--- src/rtl/sal_cmd_sched_if.sv ---
`default_nettype none
// ============================================================================
// Module : sal_cmd_sched_if
// Brief  : Bank request / refresh / DRAM command bundle for sal_cmd_sched.
// Rev    : 1.0  initial release
// ============================================================================
interface sal_cmd_sched_if #(
   parameter int BK_CNT = 8,
   parameter int ADDR_W = 14
);
   localparam int BA_W = (BK_CNT > 1) ? $clog2(BK_CNT) : 1;

   logic [BK_CNT-1:0]        req_valid;
   logic [3*BK_CNT-1:0]      req_cmd;
   logic [ADDR_W*BK_CNT-1:0] req_addr;
   logic [BK_CNT-1:0]        req_ready;
   logic                     ref_req;
   logic                     ref_gnt;
   logic                     cmd_valid;
   logic [2:0]               cmd_code;
   logic [BA_W-1:0]          cmd_ba;
   logic [ADDR_W-1:0]        cmd_addr;

   modport master (
      output req_valid, req_cmd, req_addr, ref_req,
      input  req_ready, ref_gnt, cmd_valid, cmd_code, cmd_ba, cmd_addr
   );

   modport slave (
      input  req_valid, req_cmd, req_addr, ref_req,
      output req_ready, ref_gnt, cmd_valid, cmd_code, cmd_ba, cmd_addr
   );
endinterface
`default_nettype wire

--- src/rtl/sal_cmd_sched.sv ---
`default_nettype none
// ============================================================================
// Module : sal_cmd_sched
// Brief  : Round-robin DRAM command bus scheduler with tRRD/tCCD/tRFC timing
//          and refresh priority. Define SAL_FAW_EN to add the four-ACT window.
// Rev    : 1.0  initial release
// ============================================================================
module sal_cmd_sched #(
   parameter int BK_CNT = 8,
   parameter int T_RRD  = 2,
   parameter int T_CCD  = 2,
   parameter int T_RFC  = 26,
   parameter int T_FAW  = 10,
   parameter int ADDR_W = 14
) (
   input  wire logic      clk,
   input  wire logic      rst,
   sal_cmd_sched_if.slave bus
);
   localparam int              BA_W     = (BK_CNT > 1) ? $clog2(BK_CNT) : 1;
   localparam logic [BA_W:0]   BK_CNT_W = (BA_W+1)'(BK_CNT);
   localparam logic [BA_W-1:0] LAST_BK  = BA_W'(BK_CNT - 1);
   localparam logic [2:0]      CMD_ACT  = 3'd1;
   localparam logic [2:0]      CMD_RD   = 3'd2;
   localparam logic [2:0]      CMD_WR   = 3'd3;
   localparam logic [2:0]      CMD_PRE  = 3'd4;
   localparam logic [2:0]      CMD_REF  = 3'd5;

   typedef enum logic {IDLE = 1'b0, REF_WAIT = 1'b1} state_t;

   state_t              state, state_nxt;
   logic [BA_W-1:0]     rr_ptr;
   logic [3:0]          rrd_cnt, ccd_cnt;
   logic [7:0]          rfc_cnt;
   logic                act_room;
   logic [BK_CNT-1:0]   elig;
   logic [2:0]          code_a [BK_CNT];
   logic [ADDR_W-1:0]   addr_a [BK_CNT];
   logic                grant_any, bank_ok, ref_take;
   logic [BA_W-1:0]     grant_idx;
   logic                grant_fire, ref_fire, act_fire;
   logic [2:0]          grant_code;
   logic                cmd_valid_r;
   logic [2:0]          cmd_code_r;
   logic [BA_W-1:0]     cmd_ba_r;
   logic [ADDR_W-1:0]   cmd_addr_r;

   generate
      for (genvar i = 0; i < BK_CNT; i++) begin : g_bank
         assign code_a[i] = bus.req_cmd[3*i +: 3];
         assign addr_a[i] = bus.req_addr[ADDR_W*i +: ADDR_W];
         // Illegal codes match none of the terms and are never eligible.
         assign elig[i] = bus.req_valid[i] &
                          (((code_a[i] == CMD_ACT) & (rrd_cnt == 4'd0) & act_room) |
                           (((code_a[i] == CMD_RD) | (code_a[i] == CMD_WR)) & (ccd_cnt == 4'd0)) |
                           (code_a[i] == CMD_PRE));
      end
   endgenerate

   always_comb begin
      logic [BA_W:0] sum;
      grant_any = 1'b0;
      grant_idx = '0;
      sum       = '0;
      for (int k = 0; k < BK_CNT; k++) begin
         sum = {1'b0, rr_ptr} + (BA_W+1)'(k);
         if (sum >= BK_CNT_W) sum = sum - BK_CNT_W;
         if (!grant_any && elig[sum[BA_W-1:0]]) begin
            grant_any = 1'b1;
            grant_idx = sum[BA_W-1:0];
         end
      end
   end

   always_comb begin
      state_nxt = state;
      ref_take  = 1'b0;
      bank_ok   = 1'b0;
      case (state)
         IDLE: begin
            if (bus.ref_req) begin
               ref_take  = 1'b1;
               state_nxt = (T_RFC > 1) ? REF_WAIT : IDLE;
            end else begin
               bank_ok = 1'b1;
            end
         end
         REF_WAIT: begin
            // Leave on the edge where rfc_cnt drops to 0 so IDLE coincides with it.
            if (rfc_cnt <= 8'd1) state_nxt = IDLE;
         end
         default: state_nxt = IDLE;
      endcase
   end

   assign grant_fire    = rst & bank_ok & grant_any;
   assign ref_fire      = rst & ref_take;
   assign grant_code    = code_a[grant_idx];
   assign act_fire      = grant_fire & (grant_code == CMD_ACT);
   assign bus.req_ready = grant_fire ? (BK_CNT'(1) << grant_idx) : '0;
   assign bus.ref_gnt   = ref_fire;
   assign bus.cmd_valid = cmd_valid_r;
   assign bus.cmd_code  = cmd_code_r;
   assign bus.cmd_ba    = cmd_ba_r;
   assign bus.cmd_addr  = cmd_addr_r;

   always_ff @(posedge clk) begin
      if (!rst) begin
         state       <= IDLE;
         rr_ptr      <= '0;
         rrd_cnt     <= '0;
         ccd_cnt     <= '0;
         rfc_cnt     <= '0;
         cmd_valid_r <= 1'b0;
         cmd_code_r  <= '0;
         cmd_ba_r    <= '0;
         cmd_addr_r  <= '0;
      end else begin
         state       <= state_nxt;
         rrd_cnt     <= (rrd_cnt != 4'd0) ? rrd_cnt - 4'd1 : 4'd0;
         ccd_cnt     <= (ccd_cnt != 4'd0) ? ccd_cnt - 4'd1 : 4'd0;
         rfc_cnt     <= (rfc_cnt != 8'd0) ? rfc_cnt - 8'd1 : 8'd0;
         cmd_valid_r <= 1'b0;
         cmd_code_r  <= '0;
         cmd_ba_r    <= '0;
         cmd_addr_r  <= '0;
         if (ref_fire) begin
            cmd_valid_r <= 1'b1;
            cmd_code_r  <= CMD_REF;
            rfc_cnt     <= 8'(T_RFC - 1);
         end else if (grant_fire) begin
            cmd_valid_r <= 1'b1;
            cmd_code_r  <= grant_code;
            cmd_ba_r    <= grant_idx;
            cmd_addr_r  <= addr_a[grant_idx];
            rr_ptr      <= (grant_idx == LAST_BK) ? '0 : grant_idx + 1'b1;
            if (grant_code == CMD_ACT) rrd_cnt <= 4'(T_RRD - 1);
            if ((grant_code == CMD_RD) || (grant_code == CMD_WR)) ccd_cnt <= 4'(T_CCD - 1);
         end
      end
   end

`ifdef SAL_FAW_EN
   logic [4:0] faw_tmr [4];
   logic [3:0] faw_busy, faw_free, faw_slot;

   generate
      for (genvar j = 0; j < 4; j++) begin : g_faw
         assign faw_busy[j] = (faw_tmr[j] != 5'd0);
         always_ff @(posedge clk) begin
            if (!rst)                        faw_tmr[j] <= '0;
            else if (act_fire && faw_slot[j]) faw_tmr[j] <= 5'(T_FAW - 1);
            else if (faw_busy[j])            faw_tmr[j] <= faw_tmr[j] - 5'd1;
         end
      end
   endgenerate

   // Lowest idle timer takes the next ACT.
   assign faw_free = ~faw_busy;
   assign faw_slot = faw_free & (~faw_free + 4'd1);
   assign act_room = ~&faw_busy;
`else
   assign act_room = 1'b1;
`endif

endmodule
`default_nettype wire
--- src/flat_wrapper.sv ---
// flat-port wrapper written by rule: the top's interface ports become plain ports
module sal_cmd_sched_flat 
#(
   parameter int BK_CNT = 8,
   parameter int T_RRD  = 2,
   parameter int T_CCD  = 2,
   parameter int T_RFC  = 26,
   parameter int T_FAW  = 10,
   parameter int ADDR_W = 14
)
  (clk, rst, bus_req_valid, bus_req_cmd, bus_req_addr, bus_ref_req, bus_req_ready, bus_ref_gnt, bus_cmd_valid, bus_cmd_code, bus_cmd_ba, bus_cmd_addr);
  sal_cmd_sched_if #(.BK_CNT(BK_CNT), .ADDR_W(ADDR_W)) bus_i ();
  input  wire logic clk;
  input  wire logic rst;
  input wire logic [$bits(bus_i.req_valid)-1:0] bus_req_valid;
  input wire logic [$bits(bus_i.req_cmd)-1:0] bus_req_cmd;
  input wire logic [$bits(bus_i.req_addr)-1:0] bus_req_addr;
  input wire logic [$bits(bus_i.ref_req)-1:0] bus_ref_req;
  output wire logic [$bits(bus_i.req_ready)-1:0] bus_req_ready;
  output wire logic [$bits(bus_i.ref_gnt)-1:0] bus_ref_gnt;
  output wire logic [$bits(bus_i.cmd_valid)-1:0] bus_cmd_valid;
  output wire logic [$bits(bus_i.cmd_code)-1:0] bus_cmd_code;
  output wire logic [$bits(bus_i.cmd_ba)-1:0] bus_cmd_ba;
  output wire logic [$bits(bus_i.cmd_addr)-1:0] bus_cmd_addr;
  assign bus_i.req_valid = bus_req_valid;
  assign bus_i.req_cmd = bus_req_cmd;
  assign bus_i.req_addr = bus_req_addr;
  assign bus_i.ref_req = bus_ref_req;
  assign bus_req_ready = bus_i.req_ready;
  assign bus_ref_gnt = bus_i.ref_gnt;
  assign bus_cmd_valid = bus_i.cmd_valid;
  assign bus_cmd_code = bus_i.cmd_code;
  assign bus_cmd_ba = bus_i.cmd_ba;
  assign bus_cmd_addr = bus_i.cmd_addr;
  sal_cmd_sched #(.BK_CNT(BK_CNT), .T_RRD(T_RRD), .T_CCD(T_CCD), .T_RFC(T_RFC), .T_FAW(T_FAW), .ADDR_W(ADDR_W)) u_core (.clk(clk), .rst(rst), .bus(bus_i));
endmodule
--- config.mk ---
export PLATFORM = sky130hd
export DESIGN_NAME = sal_cmd_sched_flat
export DESIGN_NICKNAME = d
export VERILOG_FILES = /design/src/rtl/sal_cmd_sched_if.sv /design/src/rtl/sal_cmd_sched.sv /design/src/flat_wrapper.sv
export SDC_FILE = /design/constraint.sdc
export NUM_CORES = 1
export LEC_CHECK = 0
export CORE_MARGIN = 2
export CORE_UTILIZATION = 47
export DETAILED_ROUTE_END_ITERATION = 10
export PLACE_DENSITY = 0.88
export SYNTH_ARGS = -nofsm -noshare
export SYNTH_HDL_FRONTEND = slang
export SYNTH_SLANG_ARGS = --single-unit
--- constraint.sdc ---
create_clock -name clk -period 10.5 [get_ports clk]
set_input_delay 2.1 -clock clk [delete_from_list [all_inputs] [get_ports clk]]
set_output_delay 2.1 -clock clk [all_outputs]
set_load 0.005 [all_outputs]
==> reports/qor.yml, run 1 <==
timing:
  final.setup_skew_ns: 0.007471
  slew_viol_final: 0
  max_slew.worst_pin.slew_ns: 1.179
  timing.final.crit_period_ns: 8.737
  hold_slack_ns: 0.4975
  fmax_achieved_ghz: 0.1145
  tns_ns: 0
  setup_viol_count_final: 0
  hold_viol: 0
  grt_setup_unrepaired: "no"
  final.period_utilization_pct: 83.21
  slew_headroom_pct: 20.75
hold_path:
  min_path_type: "register to register"
grt:
  global_route_wire_length_before_repair_um: 22170
  global_route.overflow_total: 0
  grtUsageTotal_pct: 28.65
  grt_antenna_before_repair: 0
  via_count_of_the_first_global_routing_pass: 4376
  pin_count_of_the_biggest_net_entering_global_routing: 64
clocking:
  post_cts.repair.setup_buffers: 0
  post_cts_resized: 0
  cts_buffer_depth: 2
  clk-insertion-delay-late_ns: 0.29
  postCtsHoldBufs: 0
  worst_setup_hold_path_clk_slew_ns: 0.08
  cts-root-buf: "sky130_fd_sc_hd__clkbuf_8"
  cts_buffers: 5
  cts_sinks: 41
  tritoncts: "done"
  clock_tree.htree_level_count: 2
finish:
  drive_above_1_share_pct: 10.14
  synthToLayoutAreaGrowth_pct: 47.95
  fill_count: 621
  antenna-diode-count: 0
  instances_no_fill: 746
  design.final.nets: 797
floorplanning:
  dieArea_sq_um: 9334
  placeableCoreArea_sq_um: 8258
  ioPinCount: 177
  die_w_um: 96.62
  initial_core_util_pct: 48.82
  dieHeight_um: 96.62
  placementRows: 33
drt:
  via_count: 4462
  drc: 0
  drt.antenna.violating_nets: 0
  wl_per_cell_um: 18.40
  routed_wl_um: 13730
  drt-vias-per-instance: 5.981
  detail_route.iter0.violations: 256
  drt_first_pass_iters: 5
synth:
  synth.lib_cells_used.distinct: 66
  synthesis.area_sq_um: 4031
  synth_nets: 638
  yosysSeqAreaShare_pct: 20.36
  synth_seq_cells: 41
  syn_area_per_cell_sq_um: 8.381
  synthCells: 481
  synth-edff-count: 0
  synth_top_flop_cell: "sky130_fd_sc_hd__dfxtp_1"
  async_reset_ff_share_pct: 0
  synthesis.yosys.warnings: 0
placement:
  hpwlAfterDp_um: 11030
  io_buffers: 176
  replace_congestion: 0.9734
  dp.cells: 738
critical_path:
  cp_cell_sequence: "clkdlybuf4s50_1, nor2b_1, a32oi_1, nand2_1, mux4_2, mux2_2, mux2_2, a221oi_1, o21ai_1, o211ai_4, buf_4, ha_1, ha_1, inv_1, nor2_1, clkdlybuf4s50_1"
  timing.critical_path.to_type: "output port"
  path_delay_family: "buffers and inverters"
  worst_setup_path_start_kind: "input port"
  library_cell_contributing_the_largest_single_delay_on_the_critical_path: "sky130_fd_sc_hd__mux4_2"
  critical_path.n_buffers_inverters: 4
  critical_path.max_fanout: 63
  crit_type: "input port to output port"
  crit_required_ns: 8.40
  max_stage_delay_ns: 0.55
  arrival_ns: 6.64
flow_run:
  drv_cap: 0
pwr:
  irDropWorstVdd_v: 0.0003441
  finalPower_mw: 2.204
  leak_pwr_nw: 2.355
  power_density_nw_per_um2: 369.5
outcome:
  outcome: "finished, final reports clean"
## metal layers
| layer | track usage [%] | routed length, um | vias to the layer above |
|---|---|---|---|
| met4 | 6.934 | 221 | 0 |
| met2 | 51.55 | 7035 | 210 |
| met5 | 0 | 0 | - |
| met3 | 3.974 | 838 | 18 |
| li1 | - | - | 2129 |
| met1 | 36.07 | 5634 | 2105 |
## stage by stage
step	instance area (sq um)	util, %	setup slack, ns
2_1_floorplan	4031	-	3.362
3_3_place_gp	5831	70.61	1.939
3_5_place_dp	5831	70.61	1.845
4_1_cts	5964	72.23	1.829
5_1_grt	5964	72.23	1.375
6_report	5964	72.23	1.763
## kinds of logic (layout without fill, tap and decap cells)
| kind of cell | Yosys count | in the layout | synth area share (%) |
|---|---|---|---|
| muxes | 87 | 87 | 24.83 |
| AOI/OAI and AO/OA | 129 | 129 | 21.85 |
| xor gates and xnor gates | 9 | 9 | 1.955 |
| buffers and inverters | 48 | 208 | 5.617 |
| adders and majority gates | 10 | 10 | 3.104 |
| DFF | 41 | 41 | 20.36 |
| and+or+nand+nor | 157 | 157 | 22.28 |
## layout make-up
class	count	area, sq um	area share, %
Clock inverter	3	65.06	1.091
Sequential cell	41	820.8	13.76
Timing Repair Buffer	180	1792	30.04
Clock buffer	5	68.82	1.154
Inverter	20	75.07	1.259
Tap cell	105	131.4	2.203
Multi-Input combinational cell	392	3012	50.49
## layout by cell type (no fill, tap or decap), drive strengths merged, types with 15 or more instances in the layout
cell	n
mux2i	46
a21oi	20
o21ai	47
mux2	34
clkdlybuf4s50	176
dfxtp	41
nand2	54
nor2	26
inv	18
a22o	15
## report_power, final
group / switching, mW / internal [mW]
clock network: 0.0558 / 0.0945
logic: 0.987 / 0.836
registers: 0.0350 / 0.195
total: 1.08 / 1.13
## synth_stat cells (7+ instances only)
master | n | area (sq um)
sky130_fd_sc_hd__a21o_1 | 8 | 60.06
sky130_fd_sc_hd__a21oi_1 | 19 | 95.09
sky130_fd_sc_hd__a22o_1 | 15 | 131.4
sky130_fd_sc_hd__and2_1 | 13 | 81.33
sky130_fd_sc_hd__buf_4 | 7 | 52.55
sky130_fd_sc_hd__clkbuf_1 | 14 | 52.55
sky130_fd_sc_hd__dfxtp_1 | 41 | 820.8
sky130_fd_sc_hd__ha_1 | 10 | 125.1
sky130_fd_sc_hd__inv_1 | 18 | 67.56
sky130_fd_sc_hd__mux2_2 | 34 | 382.9
sky130_fd_sc_hd__mux2i_1 | 46 | 460.4
sky130_fd_sc_hd__mux4_2 | 7 | 157.7
sky130_fd_sc_hd__nand2_1 | 54 | 202.7
sky130_fd_sc_hd__nand3_1 | 7 | 35.03
sky130_fd_sc_hd__nand4b_1 | 7 | 61.31
sky130_fd_sc_hd__nor2_1 | 25 | 93.84
sky130_fd_sc_hd__nor2b_1 | 7 | 43.79
sky130_fd_sc_hd__nor4bb_1 | 14 | 140.1
sky130_fd_sc_hd__o21ai_0 | 43 | 215.2
## state kept, by name, indices dropped and copies added, names as in the netlist
register / flops
u_core.rrd_cnt: 4
u_core.bus.cmd_valid: 1
u_core.rr_ptr: 3
u_core.ccd_cnt: 4
u_core.bus.cmd_ba: 3
u_core.rfc_cnt: 8
u_core.bus.cmd_addr: 14
u_core.bus.cmd_code: 3
u_core.state: 1
## final timing paths
check	from	to	slack, ns	cells past startpoint
min reg2reg	u_core.rrd_cnt[3]	u_core.rrd_cnt[3]	0.50	1
max	bus_req_cmd[16]	bus_req_ready[7]	1.76	16
min	u_core.rrd_cnt[3]	u_core.rrd_cnt[3]	0.50	1
max reg2reg	u_core.rr_ptr[0]	u_core.ccd_cnt[0]	4.18	15
No activity file was read; power rests on OpenSTA's default activity.
==> inputs of run 2 (changes only) <==
--- a/config.mk
+++ b/config.mk
@@ -6,9 +6,9 @@
 export NUM_CORES = 1
 export LEC_CHECK = 0
 export CORE_MARGIN = 2
-export CORE_UTILIZATION = 47
+export CORE_UTILIZATION = 43
 export DETAILED_ROUTE_END_ITERATION = 10
-export PLACE_DENSITY = 0.88
+export PLACE_DENSITY = 0.82
 export SYNTH_ARGS = -nofsm -noshare
 export SYNTH_HDL_FRONTEND = slang
 export SYNTH_SLANG_ARGS = --single-unit
==> constraint.sdc (replaced) <==
create_clock -name clk -period 8.4 [get_ports clk]
set_input_delay 1.68 -clock clk [delete_from_list [all_inputs] [get_ports clk]]
set_output_delay 1.68 -clock clk [all_outputs]
set_load 0.005 [all_outputs]
==> reports/qor.yml, run 2 (synthesis results as in run 1) <==
outcome:
  outcome: "finished, final reports clean"
timing:
  setup_viol_count_final: 0
  timing.final.crit_period_ns: 7.631
  grt_setup_unrepaired: "no"
  slew_viol_final: 0
  hold_viol: 0
  final.setup_skew_ns: 0.01027
  slew_headroom_pct: 45.68
  fmax_achieved_ghz: 0.1310
  tns_ns: 0
  final.period_utilization_pct: 90.84
  max_slew.worst_pin.slew_ns: 0.8088
pwr:
  seq_power_share_pct: 10.4
  switching_fraction_of_total_power_pct: 49.74
  irDropWorstVdd_v: 0.0003466
  netSwitchingPower_mw: 1.380
  comb_power_share_pct: 83.7
  clock_power_share_pct: 5.9
  p_int_mw: 1.395
  leak_pwr_nw: 2.360
  power_density_nw_per_um2: 463.9
placement:
  dp.cells: 748
  hpwlAfterDp_um: 11350
  io_buffers: 176
  replace_congestion: 0.9133
drt:
  drt_first_pass_iters: 5
  drt.antenna.violating_nets: 0
  via_count: 4415
  wl_per_cell_um: 18.76
  drc: 0
  detail_route.iter0.violations: 386
  routed_wl_um: 14190
  drt-vias-per-instance: 5.840
floorplanning:
  initial_core_util_pct: 44.05
  ioPinCount: 177
  placeableCoreArea_sq_um: 9153
  die_w_um: 100.8
  placementRows: 35
  dieHeight_um: 100.8
  dieArea_sq_um: 10170
grt:
  global_route.overflow_total: 0
  via_count_of_the_first_global_routing_pass: 4408
  grt_antenna_before_repair: 0
  grtUsageTotal_pct: 27.88
  global_route_wire_length_before_repair_um: 22390
  pin_count_of_the_biggest_net_entering_global_routing: 49
finish:
  largest_register_ffs: 14
  synthToLayoutAreaGrowth_pct: 48.42
  final_core_utilization_pct: 65.37
  layout.cells.most_common_list: "176 x sky130_fd_sc_hd__clkdlybuf4s50_1, 54 x sky130_fd_sc_hd__nand2_1, 46 x sky130_fd_sc_hd__mux2i_1"
  antenna-diode-count: 0
  layout.cells.most_common: "sky130_fd_sc_hd__clkdlybuf4s50_1"
  instances_no_fill: 756
  drive_above_1_share_pct: 10.70
  design.final.nets: 801
clocking:
  post_cts.repair.setup_buffers: 0
  worst_setup_hold_path_clk_slew_ns: 0.08
  clock_tree.htree_level_count: 2
  cts-root-buf: "sky130_fd_sc_hd__clkbuf_8"
  cts_buffer_depth: 2
  clk-insertion-delay-late_ns: 0.30
  post_cts_resized: 0
  cts_sinks: 41
  tritoncts: "done"
  cts_buffers: 5
  postCtsHoldBufs: 0
critical_path:
  timing.critical_path.to_type: "output port"
  max_stage_delay_ns: 0.55
  worst_setup_path_start_kind: "input port"
  crit_required_ns: 6.72
  arrival_ns: 5.95
  r2r-start: "u_core.rr_ptr[0]"
  cp_cell_sequence: "clkdlybuf4s50_1, nor2b_1, a32oi_1, nand2_1, mux4_2, mux2_2, mux2_2, a221oi_1, o21ai_1, o211ai_4, ha_1, ha_1, inv_1, nor2_1, clkdlybuf4s50_1"
  critical_path.max_fanout: 28
  reg2reg_depth: 15
  crit_type: "input port to output port"
  library_cell_contributing_the_largest_single_delay_on_the_critical_path: "sky130_fd_sc_hd__mux4_2"
  regToRegSetupSlack_ns: 2.36
  r2r-end: "u_core.ccd_cnt[2]"
  setup.worst_path.end: "bus_req_ready[7]"
  critical_path.startpoint: "bus_req_cmd[16]"
hold_path:
  min_path_type: "register to register"
flow_run:
  drv_cap: 0
[run 2: routing by layer]
metal / wire length, um / track usage (%) / vias to the layer above
met1: 5733 / 32.68 / 2068
li1: - / - / 2142
met3: 942 / 5.062 / 30
met2: 7102 / 49.74 / 175
met4: 408 / 11.49 / 0
met5: 0 / 0 / -
[run 2: how the worst min path moves through the flow]
| stage | startpoint | to | slack, ns | cells past startpoint |
|---|---|---|---|---|
| after floorplan | u_core.state | u_core.state | 0.46 | 2 |
| after global placement | u_core.rrd_cnt[3] | u_core.rrd_cnt[3] | 0.47 | 1 |
| final | u_core.ccd_cnt[3] | u_core.ccd_cnt[3] | 0.51 | 1 |
| after global routing | u_core.rrd_cnt[3] | u_core.rrd_cnt[3] | 0.53 | 1 |
| after detailed placement | u_core.state | u_core.state | 0.49 | 2 |
| after CTS | u_core.state | u_core.state | 0.51 | 2 |
[run 2: power groups by stage]
stage          Clock [mW]  Combinational [mW]  Sequential [mW]
6_report            0.164                2.32            0.288
5_1_grt             0.173                2.53            0.294
4_1_cts             0.165                2.31            0.288
3_5_place_dp            0                2.30            0.292
3_3_place_gp            0                2.26            0.290
2_1_floorplan           0                1.82            0.275
[run 2: stage by stage]
stage	total power, mW	cell area [sq um]	worst slack, ns	hold slack (ns)
final	2.775	5983	0.7693	0.5138
after global routing	2.998	5983	0.4707	0.5281
after CTS	2.766	5983	0.7670	0.5082
after detailed placement	2.596	5868	0.7778	0.4903
after global placement	2.546	5868	0.8334	0.4654
after floorplan	2.091	4031	2.102	0.4584
[run 2: final cells by class]
| cell class | count | area (sq um) |
|---|---|---|
| Clock buffer | 5 | 68.82 |
| Inverter | 20 | 75.07 |
| Sequential cell | 41 | 820.8 |
| Clock inverter | 3 | 46.29 |
| Multi-Input combinational cell | 392 | 3012 |
| Fill cell | 757 | 3169 |
| Tap cell | 111 | 138.9 |
| Timing Repair Buffer | 184 | 1822 |
[run 2: worst max-delay path: cells and delay by family]
family / cells / cell delay (ns)
and+or+nand+nor: 3 / 0.38
AOI/OAI and AO/OA: 4 / 1.23
muxes: 3 / 1.15
adders and majority gates: 2 / 0.49
buffers and inverters: 3 / 1.01
==> inputs of run 3 (changes only) <==
--- a/config.mk
+++ b/config.mk
@@ -9,6 +9,7 @@
 export CORE_UTILIZATION = 43
 export DETAILED_ROUTE_END_ITERATION = 10
 export PLACE_DENSITY = 0.82
+export SLEW_MARGIN = 10
 export SYNTH_ARGS = -nofsm -noshare
 export SYNTH_HDL_FRONTEND = slang
 export SYNTH_SLANG_ARGS = --single-unit
==> constraint.sdc (replaced) <==
create_clock -name clk -period 8.2 [get_ports clk]
set_input_delay 1.64 -clock clk [delete_from_list [all_inputs] [get_ports clk]]
set_output_delay 1.64 -clock clk [all_outputs]
set_load 0.005 [all_outputs]
==> reports/qor.yml, run 3 (synthesis results as in run 1) <==
outcome:
  outcome: "finished, final reports clean"
drt:
  routed-wl-met3_um: 986
  drc: 0
  top_layer_used: "met4"
  drt_first_pass_iters: 5
  drt-vias-per-instance: 5.897
  drt-met1-wl_um: 5536
  drt.antenna.violating_nets: 0
  detail_route.iter0.violations: 310
  routed_wl_um: 14080
  wl_met2_um: 7029
  via_count: 4458
  wl_per_cell_um: 18.62
clocking:
  cts_sinks: 41
  worst_setup_hold_path_clk_slew_ns: 0.08
  post_cts_resized: 0
  cts_buffer_depth: 2
  cts_buffers: 5
  clk-insertion-delay-late_ns: 0.30
  post_cts.repair.setup_buffers: 0
  postCtsHoldBufs: 0
  clock_tree.htree_level_count: 2
  tritoncts: "done"
  cts-root-buf: "sky130_fd_sc_hd__clkbuf_8"
pwr:
  irDropWorstVdd_v: 0.0003798
  power_density_nw_per_um2: 475.1
  leak_pwr_nw: 2.360
  finalPower_mw: 2.843
finish:
  fill_count: 786
  area.sequential_sq_um: 820.8
  drive_above_1_share_pct: 10.70
  design.final.nets: 801
  largest_register_ffs: 14
  multi_input_area_sq_um: 3012
  synthToLayoutAreaGrowth_pct: 48.42
  finalInstanceArea_sq_um: 5983
  antenna-diode-count: 0
  instances_no_fill: 756
  layout.cells.most_common_list: "176 x sky130_fd_sc_hd__clkdlybuf4s50_1, 54 x sky130_fd_sc_hd__nand2_1, 46 x sky130_fd_sc_hd__mux2i_1"
  layout.cells.most_common: "sky130_fd_sc_hd__clkdlybuf4s50_1"
floorplanning:
  ioPinCount: 177
  dieHeight_um: 100.8
  initial_core_util_pct: 44.05
  placeableCoreArea_sq_um: 9153
  die_w_um: 100.8
  dieArea_sq_um: 10170
  placementRows: 35
critical_path:
  timing.critical_path.to_type: "output port"
  critical_path.max_fanout: 28
  crit_type: "input port to output port"
  reg2reg_depth: 15
  crit_required_ns: 6.56
  arrival_ns: 6.04
  worst_setup_path_start_kind: "input port"
grt:
  global_route_wire_length_before_repair_um: 22030
  global_route.overflow_total: 0
  pin_count_of_the_biggest_net_entering_global_routing: 49
  via_count_of_the_first_global_routing_pass: 4424
  grtUsageTotal_pct: 27.39
  grt_antenna_before_repair: 0
timing:
  setup_viol_count_final: 0
  hold_viol: 0
  max_slew.worst_pin.slew_ns: 0.7864
  grt_setup_unrepaired: "no"
  timing.final.crit_period_ns: 7.681
  fmax_achieved_ghz: 0.1302
  final.period_utilization_pct: 93.68
  slew_headroom_pct: 47.18
  tns_ns: 0
  final.setup_skew_ns: 0.008094
  slew_viol_final: 0
placement:
  replace_congestion: 0.9132
  dp.cells: 748
  hpwlAfterDp_um: 11370
  io_buffers: 176
  placed_cell_area_sq_um: 5868
flow_run:
  drv_cap: 0
hold_path:
  min_path_type: "register to register"
  hold_path_depth: 1
==> run 3: cell counts in the layout (fill, tap and decap cells not counted) <==
Identical to the previous run, type by type.
==> run 3: per-stage QoR <==
stage / hold WS (ns) / worst slack [ns] / util (%)
after floorplan: 0.4584 / 1.982 / -
after global placement: 0.4654 / 0.7136 / 64.11
after detailed placement: 0.4930 / 0.6216 / 64.11
after CTS: 0.5052 / 0.5888 / 65.37
after global routing: 0.5204 / 0.2776 / 65.37
final: 0.5015 / 0.5186 / 65.37
==> run 3: worst paths after layout <==
kind                                        start                end  slack, ns
worst max-delay path               bus_req_cmd[4]   bus_req_ready[7]       0.52
worst min-delay path            u_core.rrd_cnt[3]  u_core.rrd_cnt[3]       0.50
worst max register to register   u_core.rr_ptr[0]  u_core.ccd_cnt[2]       2.18
worst min register to register  u_core.rrd_cnt[3]  u_core.rrd_cnt[3]       0.50
==> run 3: per-layer routing <==
layer	global-route usage, %	vias to the layer above
met5	0	-
met4	12.01	0
met3	5.409	43
met2	49.79	186
met1	30.76	2083
li1	-	2146
==> run 3: final cells by class <==
type,instances,area share [%]
clock buffer,5,1.150
clock inverter,3,0.7737
inverter,20,1.255
multi-input combinational,392,50.33
timing repair buffer,184,30.45
sequential,41,13.72
tap,111,2.321
==> run 3: power breakdown <==
part	switching [mW]	internal, mW
Clock	0.0746	0.0911
Combinational	1.29	1.09
Sequential	0.0461	0.250
Total	1.41	1.43
==> run 3: worst max-delay path, stage by stage <==
cell	delay (ns)
sky130_fd_sc_hd__clkdlybuf4s50_1	0.56
sky130_fd_sc_hd__nor4bb_1	0.08
sky130_fd_sc_hd__a21oi_1	0.41
sky130_fd_sc_hd__a21oi_1	0.17
sky130_fd_sc_hd__o41ai_1	0.52
sky130_fd_sc_hd__a21boi_2	0.39
sky130_fd_sc_hd__and2_1	0.29
sky130_fd_sc_hd__nand4b_1	0.22
sky130_fd_sc_hd__o211ai_4	0.62
sky130_fd_sc_hd__ha_1	0.28
sky130_fd_sc_hd__ha_1	0.19
sky130_fd_sc_hd__inv_1	0.05
sky130_fd_sc_hd__nor2_1	0.09
sky130_fd_sc_hd__clkdlybuf4s50_1	0.51
